--- src/rtl/ysyx22041405_lsu.sv ---
// Load/store unit between the EX and WB stages. It runs one instruction at a time through
// IDLE -> (REQ -> WAIT) -> DONE, with byte-lane store steering and sign/zero-extended loads.
module ysyx22041405_lsu #(
   parameter int WIDTH = 32
) (
   input  logic             clk,
   input  logic             rst,
   input  logic             ex_valid,
   output logic             ls_ready,
   input  logic [63:0]      ex_if_mes,
   input  logic [WIDTH-1:0] ex_alu_result,
   input  logic [WIDTH-1:0] ex_store_data,
   input  logic             ex_ld_en,
   input  logic             ex_st_en,
   input  logic [2:0]       ex_mem_op,
   input  logic             ex_rf_we,
   input  logic [4:0]       ex_rf_waddr,
   output logic             mem_req_valid,
   input  logic             mem_req_ready,
   output logic [WIDTH-1:0] mem_addr,
   output logic             mem_wen,
   output logic [WIDTH-1:0] mem_wdata,
   output logic [3:0]       mem_wstrb,
   input  logic             mem_rsp_valid,
   input  logic [WIDTH-1:0] mem_rdata,
   output logic             wb_valid,
   input  logic             wb_ready,
   output logic [63:0]      wb_if_mes,
   output logic [WIDTH-1:0] wb_result,
   output logic             wb_rf_we,
   output logic [4:0]       wb_rf_waddr
);

   typedef enum logic [1:0] {IDLE, REQ, WAIT, DONE} state_t;

   state_t state, next_state;

   logic [63:0]      if_mes_q;
   logic [WIDTH-1:0] addr_q;
   logic [WIDTH-1:0] sdata_q;
   logic             ld_q;
   logic             st_q;
   logic [2:0]       op_q;
   logic             rf_we_q;
   logic [4:0]       rf_waddr_q;
   logic [WIDTH-1:0] result_q;

   logic             accept;
   logic             mem_done;
   logic             is_store;
   logic [1:0]       off;
   logic [7:0]       rd_byte;
   logic [15:0]      rd_half;
   logic [WIDTH-1:0] load_data;
   logic [WIDTH-1:0] lane_wdata;
   logic [3:0]       lane_wstrb;

   assign accept   = (state == IDLE) && ex_valid;
   // A response landing in the same cycle the request is accepted skips WAIT entirely.
   assign mem_done = ((state == REQ) && mem_req_ready && mem_rsp_valid) ||
                     ((state == WAIT) && mem_rsp_valid);
   assign is_store = st_q && !ld_q;
   assign off      = addr_q[1:0];

   always_ff @(posedge clk or negedge rst) begin
      if (!rst) state <= IDLE;
      else      state <= next_state;
   end

   always_comb begin
      next_state = state;
      case (state)
         IDLE: if (ex_valid) next_state = (ex_ld_en || ex_st_en) ? REQ : DONE;
         REQ:  if (mem_req_ready) next_state = mem_rsp_valid ? DONE : WAIT;
         WAIT: if (mem_rsp_valid) next_state = DONE;
         DONE: if (wb_ready) next_state = IDLE;
         default: next_state = IDLE;
      endcase
   end

   // Stores keep the address as their result; loads overwrite it when the data returns.
   always_ff @(posedge clk or negedge rst) begin
      if (!rst) begin
         if_mes_q   <= '0;
         addr_q     <= '0;
         sdata_q    <= '0;
         ld_q       <= 1'b0;
         st_q       <= 1'b0;
         op_q       <= '0;
         rf_we_q    <= 1'b0;
         rf_waddr_q <= '0;
         result_q   <= '0;
      end else begin
         if (accept) begin
            if_mes_q   <= ex_if_mes;
            addr_q     <= ex_alu_result;
            sdata_q    <= ex_store_data;
            ld_q       <= ex_ld_en;
            st_q       <= ex_st_en;
            op_q       <= ex_mem_op;
            rf_we_q    <= ex_rf_we;
            rf_waddr_q <= ex_rf_waddr;
            result_q   <= ex_alu_result;
         end
         if (mem_done && ld_q) result_q <= load_data;
      end
   end

   assign rd_byte = mem_rdata[{off, 3'b000} +: 8];
   assign rd_half = mem_rdata[{off[1], 4'b0000} +: 16];

   always_comb begin
      load_data = mem_rdata;
      case (op_q)
         3'b000:  load_data = {{(WIDTH-8){rd_byte[7]}}, rd_byte};
         3'b001:  load_data = {{(WIDTH-16){rd_half[15]}}, rd_half};
         3'b100:  load_data = {{(WIDTH-8){1'b0}}, rd_byte};
         3'b101:  load_data = {{(WIDTH-16){1'b0}}, rd_half};
         default: load_data = mem_rdata;
      endcase
   end

   // Store data is replicated across every lane so the strobe alone picks the target bytes.
   always_comb begin
      lane_wdata = sdata_q;
      lane_wstrb = 4'b1111;
      case (op_q[1:0])
         2'b00: begin
            lane_wdata = {4{sdata_q[7:0]}};
            lane_wstrb = 4'b0001 << off;
         end
         2'b01: begin
            lane_wdata = {2{sdata_q[15:0]}};
            lane_wstrb = 4'b0011 << {off[1], 1'b0};
         end
         default: begin
            lane_wdata = sdata_q;
            lane_wstrb = 4'b1111;
         end
      endcase
   end

   assign ls_ready      = (state == IDLE);
   assign mem_req_valid = (state == REQ);
   assign mem_addr      = (state == REQ) ? {addr_q[WIDTH-1:2], 2'b00} : '0;
   assign mem_wen       = (state == REQ) && is_store;
   assign mem_wdata     = ((state == REQ) && is_store) ? lane_wdata : '0;
   assign mem_wstrb     = ((state == REQ) && is_store) ? lane_wstrb : 4'b0000;

   assign wb_valid    = (state == DONE);
   assign wb_if_mes   = if_mes_q;
   assign wb_result   = result_q;
   assign wb_rf_we    = rf_we_q;
   assign wb_rf_waddr = rf_waddr_q;

endmodule

--- config.mk ---
export PLATFORM = sky130hd
export DESIGN_NAME = ysyx22041405_lsu
export DESIGN_NICKNAME = d
export VERILOG_FILES = /design/src/rtl/ysyx22041405_lsu.sv
export SDC_FILE = /design/constraint.sdc
export NUM_CORES = 1
export LEC_CHECK = 0
export BUFFER_PORTS_ARGS = -buffer_cell sky130_fd_sc_hd__buf_2
export CORE_MARGIN = 2
export CORE_UTILIZATION = 44
export CTS_BUF_LIST = sky130_fd_sc_hd__clkbuf_4 sky130_fd_sc_hd__clkbuf_8
export CTS_CLUSTER_DIAMETER = 60
export DETAILED_ROUTE_END_ITERATION = 7
export PLACE_DENSITY = 0.78
export REMOVE_ABC_BUFFERS = 1
export SLEW_MARGIN = 20
export SYNTH_ARGS = -nofsm -noshare
export SYNTH_HDL_FRONTEND = slang
export SYNTH_SLANG_ARGS = --single-unit
--- constraint.sdc ---
create_clock -name clk -period 1.8 [get_ports clk]
set_input_delay 0.18 -clock clk [delete_from_list [all_inputs] [get_ports clk]]
set_output_delay 0.18 -clock clk [all_outputs]
set_load 0.005 [all_outputs]
==> results.yml <==
synthesis:
  synth_area_sq_um: 8088
  ys.warnings.count: 0
  yosysUniqueCellTypes: 37
  synth_seq_area_share_pct: 53.53
  avgSynthCellArea_sq_um: 8.504
  synthFlopType: "dfrtp_1"
  async_flop_share_pct: 100.0
  synthTopCellsByCount: "nand2_1 (475), dfrtp_1 (173), clkbuf_1 (45)"
  syn_inst: 951
  synth_area_leaders: "dfrtp_1 (54%), nand2_1 (22%), mux2i_1 (3.3%)"
  synth_top_area_share_pct: 53.53
  yosys_register_bits: 173
  synth_edf_count: 0
  yosysTopAreaCell: "dfrtp_1"
  synth.most_common_cell: "nand2_1"
clock_network:
  cts_tree: "built"
  clock-sinks: 173
  ctsHtreeMaxLevel: 4
  clock_path_buffers: 2
  insertion_delay_ns: 0.47
  cts_root_buf: "clkbuf_8"
  cts_buffers: 17
  clkTransAtPathRegs_ns: 0.11
die:
  fp.dieH_um: 139.6
  die_x_um: 139.6
  coreArea_sq_um: 18020
  ioPinCount: 351
  die_area_sq_um: 19480
  initial_core_util_pct: 44.87
  rows: 49
worst_setup_path:
  critPathMaxFanout: 9
  rr_startpoint: "state[1]"
  ff2ff_setup_slack_ns: -0.06
  end_kind: "primary output"
  cp_data_required_time_ns: 1.62
  reg2regPathDepth: 9
  r2r-end: "wb_result[8]"
  critPathKind: "flip-flop to primary output"
  startpoint_type: "flip-flop"
  arrival_ns: 1.88
layout:
  final_cells: 1740
  drive_gt1_share_pct: 35.45
  fillers: 1125
  final_area_sq_um: 13380
  area_delta_synth_final_pct: 65.44
  nets: 1678
min_path:
  hold_depth: 3
  min_from: "mem_rdata[25]"
  holdPathEnd: "wb_result[25]"
  holdCritPathClass: "input port to flip-flop"
power_and_ir_drop:
  power_leakage_nw: 7.197
  ir_drop_v: 0.0009097
  powerDensity_nw_per_um2: 1513
detailed_routing:
  dr_total_vias: 9501
  drt_iter0_drc: 700
  vias_per_cell: 5.460
  drtAntennaViolNets: 0
  drc_errors: 0
  wl_per_cell_um: 19.72
  drt_wl_total_um: 34310
  dr.pass1.iters: 5
place:
  post-place-ws_ns: -0.3534
  dp.cells: 1523
  postPlaceCellArea_sq_um: 10540
  gp_congestion: 0.8589
  port_buffers: 348
  hpwl_um: 19270
sta:
  tightest_slew_ns: 0.6971
  final-hold-violation-count: 0
  fin_skew_ns: 0.01466
  layout_setup_ws_ns: -0.2584
  post-route-min-period_ns: 2.058
  slew_violations: 0
  finalCritPeriodShare_pct: 114.4
  finalSetupViolCount: 94
  rsz0062_at_grt: "yes"
  timing.fmax_ghz: 0.4858
  timing.hold.ws_ns: 0.02188
  slew_headroom_pct: 53.32
status:
  violations: "negative setup slack"
  status: "complete, but fails checks"
global_routing:
  grt_start_max_net_pins: 55
  grt_pass1_vias: 9434
  grt_usage_pct: 32.35
  grt_antenna_before_repair: 3
  overflow: 0
  grt_pass1_wl_um: 49800
flow_run:
  cap_violations: 0
-- what timing repair did --
item,4_1_cts,5_1_grt
cloned,5,6
setup endpoints to repair,95,212
pin swaps,6,4
hold endpoints to repair,203,0
setup buffers,13,8
hold buffers,152,0
resized for setup,64,39
-- placed cells by master, fill, tap and decap left out, types with 4 or more instances in the layout --
master and count:
a21oi_1 18, a21oi_2 11, a22o_1 16, a22oi_1 8, a2bb2oi_1 5, a32oi_1 17, a32oi_2 8, and2_1 37
buf_12 25, buf_2 346, buf_4 41, buf_6 11, clkbuf_16 6, clkbuf_8 17, dfrtp_1 171, dlygate4sd3_1 152
inv_8 4, mux2_2 7, mux2i_1 25, nand2_1 473, nor2_1 19, nor2_2 8, nor2_4 4, nor4bb_1 7
o21ai_0 10
-- cell families after synthesis --
group / Yosys count / synth area share (%)
AO/OA/AOI/OAI: 102 / 9.159
adder cells (fa/ha/maj): 5 / 0.7735
buffers and inverters: 70 / 3.605
flip-flops: 173 / 53.53
multiplexers: 34 / 4.316
other: 1 / 0.04637
AND/OR/NAND/NOR: 566 / 28.57
-- flip-flops by register name (all words and copies together) (netlist names) --
signal,count
addr_q,32
op_q,3
st_q,1
wb_rf_we,1
wb_if_mes,64
ld_q,1
wb_rf_waddr,5
sdata_q,32
state,2
wb_result,32
-- how the worst max path moves through the flow --
stage                        start       endpoint  slack [ns]  cells after the start
after detailed placement  state[0]  wb_result[20]       -0.35                      6
after global placement    state[0]  wb_result[16]       -0.23                      6
after global routing      state[1]  mem_wdata[18]       -0.36                      8
after floorplan           state[0]   wb_result[0]       -2.22                      5
final                     state[1]   mem_wdata[8]       -0.26                      8
after CTS                 state[1]  mem_wdata[13]       -0.20                      8
-- report_power, final --
part	leakage (nW)	total (W)	internal, W	switching, W
combinational	4.84	0.0104	0.00499	0.00543
clock	0.207	0.00288	0.00118	0.00170
sequential	2.15	0.00694	0.00571	0.00123
-- layout make-up --
class	instances	area, sq um	share of cell area (%)
flip-flops and latches	173	4332	32.37
clock inverters	15	180.2	1.347
well taps	229	286.5	2.141
multi-input cells	709	3790	28.32
clock buffers	17	234.0	1.749
repair buffers	589	4528	33.84
diodes	2	5.005	0.03740
inverters	6	25.02	0.1870
-- per-stage QoR --
stage | power [W] | util (%) | TNS [ns]
after global placement | 0.01463 | 58.49 | -3.925
after detailed placement | 0.01489 | 58.49 | -6.435
after global routing | 0.02134 | 74.23 | -19.65
after floorplan | 0.01096 | - | -351.06
after CTS | 0.01904 | 72.07 | -9.499
final | 0.02024 | 74.23 | -12.47
-- layer usage --
layer	up-vias	part of all wire (%)	GRT usage (%)
met1	4501	36	39.14
met5	-	0.032	0
li1	4180	-	-
met3	137	9.0	7.398
met4	2	4.6	14.00
met2	681	51	55.62
-- critical path: stages (launching register included) --
cell      delay [ns]
dfrtp_1         0.41
inv_2           0.09
ha_4            0.15
buf_12          0.10
nand3b_1        0.09
buf_6           0.16
buf_12          0.15
a21oi_2         0.11
buf_2           0.14
(Power assumes the default switching activity.)
